--- src/rtl/core_pkg.sv ---
// core_pkg: shared rename/commit sizes, physical tag and free-list pointer types, lane popcount helper
package core_pkg;
  localparam int ISSUE_WIDTH = 2;
  localparam int ARCH_REGS = 32;
  localparam int PHYS_REGS = 64;
  localparam int FL_DEPTH = PHYS_REGS - ARCH_REGS;
  localparam int XZR_IDX = 31;
  localparam int TAG_W = $clog2(PHYS_REGS);
  localparam int FL_PW = $clog2(FL_DEPTH) + 1;
  typedef logic [TAG_W-1:0] preg_tag_t;
  typedef logic [FL_PW-1:0] fl_ptr_t;
  typedef logic [4:0] areg_t;
  function automatic fl_ptr_t popcnt(input logic [ISSUE_WIDTH-1:0] v, input int n);
    popcnt = '0;
    for (int i = 0; i < ISSUE_WIDTH; i++) if (i < n) popcnt = popcnt + fl_ptr_t'(v[i]);
  endfunction
endpackage

--- src/rtl/retire_map_if.sv ---
// retire_map_if: rename alloc + ROB commit bundle; master = rename/ROB side, slave = retire_map (alloc_req/tag/ok, commit_*, flush_en, exc_flush, free_count)
interface retire_map_if;
  import core_pkg::*;
  logic [ISSUE_WIDTH-1:0] alloc_req;
  preg_tag_t [ISSUE_WIDTH-1:0] alloc_tag;
  logic alloc_ok;
  logic [ISSUE_WIDTH-1:0] commit_valid;
  areg_t [ISSUE_WIDTH-1:0] commit_arch_rd;
  preg_tag_t [ISSUE_WIDTH-1:0] commit_phys_rd;
  logic [ISSUE_WIDTH-1:0] commit_exception;
  logic flush_en;
  logic exc_flush;
  fl_ptr_t free_count;
  modport master (
    output alloc_req, commit_valid, commit_arch_rd, commit_phys_rd, commit_exception, flush_en,
    input alloc_tag, alloc_ok, exc_flush, free_count
  );
  modport slave (
    input alloc_req, commit_valid, commit_arch_rd, commit_phys_rd, commit_exception, flush_en,
    output alloc_tag, alloc_ok, exc_flush, free_count
  );
endinterface

--- src/rtl/preg_freelist.sv ---
// preg_freelist: circular physical-tag free list; pop_req/pop_tag/pop_ok allocate from head_spec, push_valid/push_tag append at tail and advance head_commit, flush rewinds head_spec, free_count = tail - head_spec
module preg_freelist
  import core_pkg::*;
(
  input  logic                        clk,
  input  logic                        reset,
  input  logic [ISSUE_WIDTH-1:0]      pop_req,
  output preg_tag_t [ISSUE_WIDTH-1:0] pop_tag,
  output logic                        pop_ok,
  input  logic                        flush,
  input  logic [ISSUE_WIDTH-1:0]      push_valid,
  input  preg_tag_t [ISSUE_WIDTH-1:0] push_tag,
  output fl_ptr_t                     free_count
);
  localparam int IDX_W = $clog2(FL_DEPTH);
  preg_tag_t mem [FL_DEPTH];
  fl_ptr_t head_spec, head_commit, tail, n_pop, n_push;
  always_comb begin
    n_pop = popcnt(pop_req, ISSUE_WIDTH);
    n_push = popcnt(push_valid, ISSUE_WIDTH);
    free_count = tail - head_spec;
    pop_ok = free_count >= n_pop && !flush;
    for (int i = 0; i < ISSUE_WIDTH; i++) pop_tag[i] = mem[IDX_W'(head_spec + popcnt(pop_req, i))];
  end
  // every retiring tag consumed one committed entry, so head_commit and tail move together
  always_ff @(posedge clk) begin
    if (reset) begin
      for (int i = 0; i < FL_DEPTH; i++) mem[i] <= preg_tag_t'(ARCH_REGS + i);
      head_spec <= '0;
      head_commit <= '0;
      tail <= fl_ptr_t'(FL_DEPTH);
    end else begin
      for (int i = 0; i < ISSUE_WIDTH; i++)
        if (push_valid[i]) mem[IDX_W'(tail + popcnt(push_valid, i))] <= push_tag[i];
      tail <= tail + n_push;
      head_commit <= head_commit + n_push;
      head_spec <= flush ? head_commit + n_push : head_spec + (pop_ok ? n_pop : '0);
    end
  end
endmodule

--- src/rtl/retire_map.sv ---
// retire_map: committed arch->phys map with in-order lane gating, stale-tag forwarding and registered exc_flush; ports clk, reset, bus (retire_map_if.slave); LEGV8_XZR_EN makes arch reg 31 a map-less zero register
module retire_map
  import core_pkg::*;
(
  input logic         clk,
  input logic         reset,
  retire_map_if.slave bus
);
  preg_tag_t map [ARCH_REGS];
  logic [ISSUE_WIDTH-1:0] ret, dst;
  preg_tag_t [ISSUE_WIDTH-1:0] stale;
  logic exc_any, exc_q;
  always_comb begin
    exc_any = 1'b0;
    ret = '0;
    dst = '0;
    stale = '0;
    for (int i = 0; i < ISSUE_WIDTH; i++) begin
      ret[i] = bus.commit_valid[i] && !bus.commit_exception[i] && !exc_any;
      exc_any = exc_any | (bus.commit_valid[i] && bus.commit_exception[i]);
`ifdef LEGV8_XZR_EN
      dst[i] = ret[i] && bus.commit_arch_rd[i] != areg_t'(XZR_IDX);
`else
      dst[i] = ret[i];
`endif
      stale[i] = map[bus.commit_arch_rd[i]];
      // youngest older lane writing the same register supplies the superseded tag
      for (int j = 0; j < i; j++)
        if (dst[j] && bus.commit_arch_rd[j] == bus.commit_arch_rd[i]) stale[i] = bus.commit_phys_rd[j];
    end
  end
  always_ff @(posedge clk) begin
    if (reset) begin
      for (int i = 0; i < ARCH_REGS; i++) map[i] <= preg_tag_t'(i);
      exc_q <= 1'b0;
    end else begin
      for (int i = 0; i < ISSUE_WIDTH; i++) if (dst[i]) map[bus.commit_arch_rd[i]] <= bus.commit_phys_rd[i];
      exc_q <= exc_any;
    end
  end
  assign bus.exc_flush = exc_q;
  preg_freelist u_fl (
    .clk(clk),
    .reset(reset),
    .pop_req(bus.alloc_req),
    .pop_tag(bus.alloc_tag),
    .pop_ok(bus.alloc_ok),
    .flush(bus.flush_en),
    .push_valid(dst),
    .push_tag(stale),
    .free_count(bus.free_count)
  );
endmodule

--- src/flat_wrapper.sv ---
// flat-port wrapper written by rule: the top's interface ports become plain ports
module retire_map_flat import core_pkg::*;
  (clk, reset, bus_alloc_req, bus_commit_valid, bus_commit_arch_rd, bus_commit_phys_rd, bus_commit_exception, bus_flush_en, bus_alloc_tag, bus_alloc_ok, bus_exc_flush, bus_free_count);
  retire_map_if bus_i ();
  input logic clk;
  input logic reset;
  input wire logic [$bits(bus_i.alloc_req)-1:0] bus_alloc_req;
  input wire logic [$bits(bus_i.commit_valid)-1:0] bus_commit_valid;
  input wire logic [$bits(bus_i.commit_arch_rd)-1:0] bus_commit_arch_rd;
  input wire logic [$bits(bus_i.commit_phys_rd)-1:0] bus_commit_phys_rd;
  input wire logic [$bits(bus_i.commit_exception)-1:0] bus_commit_exception;
  input wire logic [$bits(bus_i.flush_en)-1:0] bus_flush_en;
  output wire logic [$bits(bus_i.alloc_tag)-1:0] bus_alloc_tag;
  output wire logic [$bits(bus_i.alloc_ok)-1:0] bus_alloc_ok;
  output wire logic [$bits(bus_i.exc_flush)-1:0] bus_exc_flush;
  output wire logic [$bits(bus_i.free_count)-1:0] bus_free_count;
  assign bus_i.alloc_req = bus_alloc_req;
  assign bus_i.commit_valid = bus_commit_valid;
  assign bus_i.commit_arch_rd = bus_commit_arch_rd;
  assign bus_i.commit_phys_rd = bus_commit_phys_rd;
  assign bus_i.commit_exception = bus_commit_exception;
  assign bus_i.flush_en = bus_flush_en;
  assign bus_alloc_tag = bus_i.alloc_tag;
  assign bus_alloc_ok = bus_i.alloc_ok;
  assign bus_exc_flush = bus_i.exc_flush;
  assign bus_free_count = bus_i.free_count;
  retire_map u_core (.clk(clk), .reset(reset), .bus(bus_i));
endmodule
--- config.mk ---
export PLATFORM = sky130hd
export DESIGN_NAME = retire_map_flat
export DESIGN_NICKNAME = d
export VERILOG_FILES = /design/src/rtl/core_pkg.sv /design/src/rtl/retire_map_if.sv /design/src/rtl/preg_freelist.sv /design/src/rtl/retire_map.sv /design/src/flat_wrapper.sv
export SDC_FILE = /design/constraint.sdc
export NUM_CORES = 1
export LEC_CHECK = 0
export CAP_MARGIN = 10
export CELL_PAD_IN_SITES_DETAIL_PLACEMENT = 0
export CELL_PAD_IN_SITES_GLOBAL_PLACEMENT = 1
export CORE_UTILIZATION = 40
export DETAILED_ROUTE_END_ITERATION = 7
export PLACE_DENSITY_LB_ADDON = 0.1
export SYNTH_ARGS = -nofsm -noshare
export SYNTH_HDL_FRONTEND = slang
export SYNTH_SLANG_ARGS = --single-unit
--- constraint.sdc ---
create_clock -name clk -period 3.5 [get_ports clk]
set_input_delay 0.7 -clock clk [delete_from_list [all_inputs] [get_ports clk]]
set_output_delay 0.7 -clock clk [all_outputs]
set_load 0.01 [all_outputs]
# After elaboration in Yosys (flattened, before gate mapping)
# Memories as Yosys holds them, arrays and structs flattened. A register that Yosys moved wholly into a read port is not among the register bits.
# Cells that the tools add are included.
totals:
  elab_cells: 58
  out_inout_bits: 20
  reg_bits: 19
  in_bits: 31
  ram_bits: 384
  latch_bits: 0
  rom_bits: 0
  memories: 2
memory_table:
  columns: ["name", "words", "width", "read_ports", "rd_clocked_by_memory_dff", "wr", "line_no", "rtl"]
  rows:
  - ["u_core.map", 32, 6, 2, 0, 32, "retire_map.sv:9", "preg_tag_t map [ARCH_REGS];"]
  - ["u_core.u_fl.mem", 32, 6, 2, 1, 32, "preg_freelist.sv:16", "preg_tag_t mem [FL_DEPTH];"]
op_classes:
  reduce_logical: 15
  order_cmp: 1
  bitwise: 1
  shift: 0
  addsub: 8
  n_mul: 0
  n_eq_ne: 1
  div_mod_pow: 0
  muxes: 26
op_table:
  columns: ["operator", "n"]
  rows:
  - ["6-bit 2-to-1 mux", 6]
  - ["5-bit 2-to-1 mux", 7]
  - ["6-bit OR reduction", 4]
  - ["6-bit by 2-bit adder with 6-bit output", 3]
  - ["1-bit 2-to-1 mux", 12]
  - ["1-bit logical AND", 7]
  - ["6-bit by 2-bit >= comparator with 1-bit output", 1]
  - ["6-bit subtractor", 1]
  - ["5-bit by 1-bit adder with 5-bit output", 1]
  - ["5-bit adder", 1]
  - ["5-bit == test", 1]
  - ["1-bit by 1-bit adder with 2-bit output", 2]
  - ["1-bit zero test", 4]
  - ["2-bit 2-to-1 mux", 1]
  - ["1-bit bitwise OR", 1]

# Depth between registers and ports, before layout
depth:
  word_depth: 8
  mapped_depth: 17
  mapped_depth_nobuf: 16

# Hierarchy
# A second synthesis with hierarchy kept.
unflattened:
  cells_unflattened: 2415
  area_unflattened_um2: 26788.2
by_module_without_submodules:
  columns: ["module", "area_each_um2", "cells_each", "seq_area_each_um2", "n_inst"]
  rows:
  - ["preg_freelist", 14278.7, 1262, 6125.9, 1]
  - ["retire_map", 12509.5, 1153, 5785.5, 1]

# Worst setup path after synthesis
# OpenSTA, ideal clock, no wires.
synth_path:
  path_type: "flip-flop to flip-flop"
  startpoint: "reg u_core.u_fl.head_spec[1]"
  endpoint: "reg u_core.u_fl.head_spec[4]"
  setup_time_ns: 0.117
  arrival_time_ns: 3.965
  required_time_ns: 3.383
  path_stages_with_launch: 18
  setup_slack_ns: -0.582
  period_less_slack_ns: 4.082
  path_buffers: 3
  cell_sequence: "dfxtp_1 clkbuf_1 buf_1 clkbuf_1 inv_1 fa_1 a21o_1 a21oi_1 xnor2_1 a311oi_1 a21oi_1 and2_1 ha_1 inv_1 fa_1 nor3_1 xnor2_1 o22a_1"
synth_via:
  elab_chain_len: 6
synth_rtl:
  columns: ["element", "line_no", "rtl"]
  rows:
  - ["from (decl)", "preg_freelist.sv:17", "fl_ptr_t head_spec, head_commit, tail, n_pop, n_push;"]
  - ["from (signal assigned)", "preg_freelist.sv:37", "head_spec <= flush ? head_commit + n_push : head_spec + (pop_ok ? n_pop : '0);"]
  - ["6-bit subtractor", "preg_freelist.sv:21", "free_count = tail - head_spec;"]
  - ["via bus_free_count[4]", "flat_wrapper.sv:16", "output wire logic [$bits(bus_i.free_count)-1:0] bus_free_count;"]
  - ["6-bit by 2-bit >= comparator with 1-bit output", "preg_freelist.sv:22", "pop_ok = free_count >= n_pop && !flush;"]
  - ["1-bit logical AND", "preg_freelist.sv:22", null]
  - ["via bus_alloc_ok", "flat_wrapper.sv:14", "output wire logic [$bits(bus_i.alloc_ok)-1:0] bus_alloc_ok;"]
  - ["2-bit 2-to-1 mux", "preg_freelist.sv:37", null]
  - ["6-bit by 2-bit adder with 6-bit output", "preg_freelist.sv:37", null]
  - ["6-bit 2-to-1 mux", "preg_freelist.sv:37", null]
# The timed path passes the listed nets, and every way through them passes these cells.
# A chain may end at the register's enable or synchronous reset.

# Worst setup path in the final report
layout_path:
  startpoint: "reg u_core.u_fl.head_spec[0]"
  endpoint: "out bus_alloc_tag[8]"
layout_via:
  elab_chain_len: 2
layout_rtl:
  columns: ["element", "line_no", "rtl"]
  rows:
  - ["5-bit by 1-bit adder with 5-bit output", "preg_freelist.sv:23", "for (int i = 0; i < ISSUE_WIDTH; i++) pop_tag[i] = mem[IDX_W'(head_spec + popcnt(pop_req, i))];"]
  - ["memory 32 x 6 bit", null, null]
  - ["to (decl)", "flat_wrapper.sv:13", "output wire logic [$bits(bus_i.alloc_tag)-1:0] bus_alloc_tag;"]
# Every way passes these cells.

==> results.md <==
* FF-to-FF Start: u_core.u_fl.head_spec[0]
* Die H at 255 um
* Cell Count, Final, Fillers Out at 3451
* RD Place Congestion at 1.02
* First-pass GRT wire length at 152000 um
* Synthesized area per cell at 11.0 um2
* Critical path fanouts, max at 5
* Rows at 92
* Largest net degree at the start of global routing at 50
* Worst Hold Launch: reset
* H-tree depth at 2
* Via Count at 22300
* Final #Nets at 2625
* EDFF count, synth at 384
* Worst hold path type: in -> reg
* Setup WS post-layout at -0.263 ns
* Vias/cell at 6.45
* CP Data Required Time at 2.80 ns
* Final WL at 107000 um
* Final Hold Viols at 0
* Number of fill cells at 5687
* Worst slack at placement at -0.920 ns
* N_diodes at 0
* Syn Std Cell Area at 25500 um2
* CTS tree: done
* Skew final at 0.0254 ns
* Setup violators final at 10
* Area Growth Syn to Fin at 22.4%
* Max clock buf depth at 3
* Final setup TNS at -1.68 ns
* Main synth FF type: edfxtp_1
* Min Tclk post-route at 3.76 ns
* Seq/Total Area, Yosys at 46.7%
* CP cell instances: ha_4 -> buf_12 -> buf_6 -> buf_6 -> mux4_2 -> mux4_2 -> mux2_4 -> buf_6
* Failing checks: setup timing
* Dominant cell type by area after synthesis: edfxtp_1
* GRT overflow at 0
* Post-layout util at 49.5%
* Vias in the first global route at 21400
* Max_slew headroom at 29.1%
* Post-route ant nets at 0
* Yosys warning total at 0
* Post-DP Area at 29000 um2
* Core area at 63100 um2
* R2r setup slk at 0.16 ns
* Routed wire per std cell at 31.0 um
* Max-Cap Viols at 0
* Max Fclk at 266 MHz
* CP top delay family: multiplexers
* Hold path endpoint: u_core.u_fl.head_commit[1]
* Share of synthesized flip-flops with an asynchronous set or reset at 0%
* Buf/Inv on CP at 4
* Share of layout cells above drive strength 1 at 25.1%
* Mapped Cells at 2329
* GR Util All Layers at 33.1%
* Slowest CP cell: mux4_2
* Post-synthesis net count at 2383
* Dpl hpwl at 75700 um
* Initial antenna violation count at 2
* IO buf count at 50
* Post-layout power at 13.6 mW
* Hold path cells at 2
* Cell mode on critical path: buf_6
* Setup crit start kind: flop
* Critical Path Sink Type: output pin
* Final instance area at 31200 um2
* Drt first pass iters at 5
* Status: complete, but fails checks
* WP data arrival at 3.06 ns
* Starting density of the core at 40.5%
* PwrDens at 436 nW/um2
* Reg2reg end: u_core.u_fl.head_spec[5]
* Final Cycle Share at 108%
* Max Slew Vio Count at 0
* Worst Reg-to-Reg Cells at 18
* Clk Latency, worst-skew pair at 0.62 ns
* RSZ-0062 raised after global routing: true
* Ranking of synthesized cells by area: edfxtp_1 45%, mux4_2 14%, mux2i_1 4.7%, nand2_1 3.6%, o22ai_1 3.0%
* CTS buffer count at 49
* DRT iter0 DRCs at 2472
* DIE AREA at 64800 um2
* Die W at 255 um
* Reg clk slew, reported paths at 0.06 ns
* # DRC at 0
* Post-synthesis register bit count at 403
* Leak pwr at 10.8 nW
* Top-area cell type share of the netlist area at 45.2%
* Max incr delay on CP at 0.53 ns
* Num Clock Sinks at 403
* Root Driver: clkbuf_16
* Distinct cells, synth at 67
* Maximum vdd ir drop at 0.360 mV
* Ports at 51
* Placed cells at 3324
* Slew @ Worst Pin at 1.06 ns
* Hold slack at 0.456 ns
* WS Path Type: reg -> out
[repair_timing]
action                                  4_1_cts  5_1_grt
pin swaps                                    17       18
setup buffers                                33        7
hold buffers                                  0        0
endpoints found under the setup margin       15       20
gates resized for setup                     111       31
cloned                                        8        0
[registers in the layout, summed over array words and instances (netlist names)]
signal / count
u_core.u_fl.head_commit: 6
u_core.bus.exc_flush: 1
u_core.u_fl.mem: 192
u_core.u_fl.tail: 6
u_core.u_fl.head_spec: 6
u_core.map: 192
[synth_stat cells, drive strengths merged, types with 14 or more instances]
| master | count |
|---|---|
| or3 | 59 |
| o22ai | 123 |
| nor4 | 17 |
| mux2i | 121 |
| nor3 | 47 |
| dfxtp | 19 |
| clkbuf | 113 |
| o31ai | 18 |
| edfxtp | 384 |
| nor3b | 19 |
| buf | 103 |
| o21ai | 115 |
| nand2 | 247 |
| a31oi | 54 |
| a22oi | 27 |
| ha | 19 |
| inv | 36 |
| a21oi | 139 |
| mux4 | 154 |
| nand3 | 73 |
| and3 | 54 |
| nor2 | 202 |
| xnor2 | 14 |
[worst max-delay path by stage]
stage,start,to,slack (ns),cells past startpoint
after global placement,bus_alloc_req[0],bus_alloc_tag[6],-0.89,7
after detailed placement,bus_alloc_req[0],bus_alloc_tag[6],-0.92,7
after CTS,u_core.u_fl.head_spec[0],bus_alloc_tag[7],-0.29,8
final,u_core.u_fl.head_spec[0],bus_alloc_tag[8],-0.26,8
after floorplan,u_core.u_fl.head_spec[1],u_core.u_fl.head_spec[4],0.007,17
after global routing,u_core.u_fl.head_spec[0],bus_alloc_tag[8],-0.32,8
[cells in the final DEF (no fill, tap or decap), types with 59 or more instances in the layout]
master / instances
nand2_1: 237
edfxtp_1: 384
mux2i_1: 121
a21oi_1: 136
mux4_2: 154
o21ai_0: 108
o22ai_1: 123
buf_4: 288
nand3_1: 73
or3_1: 59
nor2_1: 197
[cell type report]
type / instances / area, um2 / area share, %
Multi-Input combinational cell: 1674 / 12700 / 40.7
Clock inverter: 23 / 180 / 0.577
Clock buffer: 62 / 1270 / 4.08
Tap cell: 846 / 1060 / 3.39
Sequential cell: 403 / 11900 / 38.1
Timing Repair Buffer: 407 / 3970 / 12.7
Inverter: 36 / 139 / 0.445
[per-layer routing]
layer / up-vias / GRT usage (%) / routed length [um] / part of all wire (%)
met1: 11000 / 41.3 / 40300 / 38
met5: - / 0 / 9 / 0.0084
met4: 2 / 18.0 / 6550 / 6.1
met3: 347 / 4.83 / 8750 / 8.2
met2: 1350 / 55.2 / 51200 / 48
li1: 9560 / - / - / -
[kinds of logic (layout without fill, tap and decap cells)]
| family | after synthesis | count (layout) | synth area share [%] |
|---|---|---|---|
| compound gates | 540 | 540 | 12.8 |
| xor+xnor | 20 | 20 | 0.686 |
| fa+ha+maj | 23 | 23 | 1.24 |
| buf+inv | 252 | 528 | 4.46 |
| flops | 403 | 403 | 46.7 |
| mux | 284 | 284 | 18.7 |
| simple gates | 807 | 807 | 15.5 |
[power by group]
part | switching (mW) | internal [mW] | leakage [nW]
Combinational | 1.70 | 1.47 | 6.43
Clock | 2.11 | 2.71 | 0.709
Sequential | 0.152 | 5.46 | 3.61
Note: power is estimated with default switching activity, not from simulation.
==> patch, RTL diff (same flow settings) <==
Build with the macro `LEGV8_XZR_EN` defined.
--- a/src/rtl/retire_map.sv
+++ b/src/rtl/retire_map.sv
@@ -1,3 +1,5 @@
 // retire_map: committed arch->phys map with in-order lane gating, stale-tag forwarding and registered exc_flush; ports clk, reset, bus (retire_map_if.slave); LEGV8_XZR_EN makes arch reg 31 a map-less zero register
+`define LEGV8_XZR_EN
+
 module retire_map
   import core_pkg::*;
Formal check against the unedited RTL: not equivalent (Yosys sat finds a counterexample within 4 cycles, from zero or initial values and one cycle with reset high).
==> patch against the unedited design <==
  * The run still ends with setup timing left
  * Maximum frequency is 0.31% lower
  * Sequential cell count stayed put
  * Worst hold slack better by 0.070 ns
  * Power is 6.0% higher
  * Cell area is 4.6% higher
  * Setup slack worse by 0.012 ns
  * Global-route usage is 1.9 points higher
  * Wire length is 9.4% higher
  * Area after synthesis is 1.4% higher
  * Count of clock-buffer cells in the layout is 7 lower
  * First-iteration DRC count is 4.3% higher
  * Clock power is 11% higher
  * Combinational power is 9.5% higher
  * Final cell count is 0.64% higher
  * Largest power group unchanged
  * Highest routed layer unchanged
==> patch: results (changes against the unedited design) <==
* Status: complete, but fails checks (unchanged)
* Failing checks: setup timing (unchanged)
* Final setup vio count at 12 (was 10)
* Dpl hpwl at 84,800 µm (was 75,700 µm)
* Multi-input gate share of total cell area at 0.397 (was 0.407)
* Final hold slack at 0.526 ns (was 0.456 ns)
* CTS Buf Count at 48 (was 49)
* Seq area share at 0.365 (was 0.381)
* Layout cells sized above 1 at 0.302 (was 0.251)
* XOR/XNOR share of the synthesized area at 0.00710 (was 0.00686)
* FILL cells at 5,665 (was 5,687)
* Top post-synthesis cells by count: 384 x edfxtp_1, 183 x mux2i_1, 173 x nor2_1, 168 x o22ai_1, 161 x nand2_1 (was 384 x edfxtp_1, 247 x nand2_1, 200 x nor2_1, 154 x mux4_2, 139 x a21oi_1)
* Clk cell area share at 0.0508 (was 0.0466)
* PnR worst setup slack at -0.274 ns (was -0.263 ns)
* Synth cell types at 80 (was 67)
* N_diodes at 1 (was 0)
* WL per Instance at 33.6 µm (was 31.0 µm)
* Vias in the first global route at 22,000 (was 21,400)
* Fin nets at 2,641 (was 2,625)
* Placed instance count at 3,341 (was 3,324)
* Post-CTS Setup Inserts at 22 (was 33)
* Synth area leaders: edfxtp_1 45%, mux4_2 11%, mux2i_1 7.1% (was edfxtp_1 45%, mux4_2 14%, mux2i_1 4.7%)
* Critical path data arrival time at 3.07 ns (was 3.06 ns)
* Compound-Gate Fraction of Synth Area at 0.166 (was 0.128)
* Non-clk invs at 25 (was 36)
* Switching Share at 0.296 (was 0.292)
* Signal buffers at 520 (was 407)
* Worst slew pin tran at 0.766 ns (was 1.06 ns)
* Comb_multi_in at 1,589 (was 1,674)
## patch: routing by layer
metal / part of all wire / up-vias / track usage
met4: 0.078 / 2 / 0.234
met2: 0.47 / 1374 / 0.572
met5: 0.00010 / - / 0
met3: 0.079 / 332 / 0.0493
li1: - / 9650 / -
met1: 0.37 / 11200 / 0.432
## patch: metrics by stage
step           power (mW)  instance area [µm²]  setup WS [ns]  TNS (ns)
2_1_floorplan        7.32                26000       0.000624         0
3_3_place_gp         8.75                30300         -0.865   -104.53
3_5_place_dp         8.76                30300         -0.884   -119.88
4_1_cts              14.3                32500         -0.328     -2.19
5_1_grt              14.7                32700         -0.342     -2.87
6_report             14.4                32700         -0.274     -1.98
## patch: power by group through the flow
stage                     clock [mW]  sequential, mW  combinational [mW]
after floorplan                    0            5.62                1.70
after global placement             0            5.69                3.05
after detailed placement           0            5.69                3.06
after CTS                       5.39            5.60                3.36
after global routing            5.54            5.62                3.58
final                           5.35            5.60                3.47
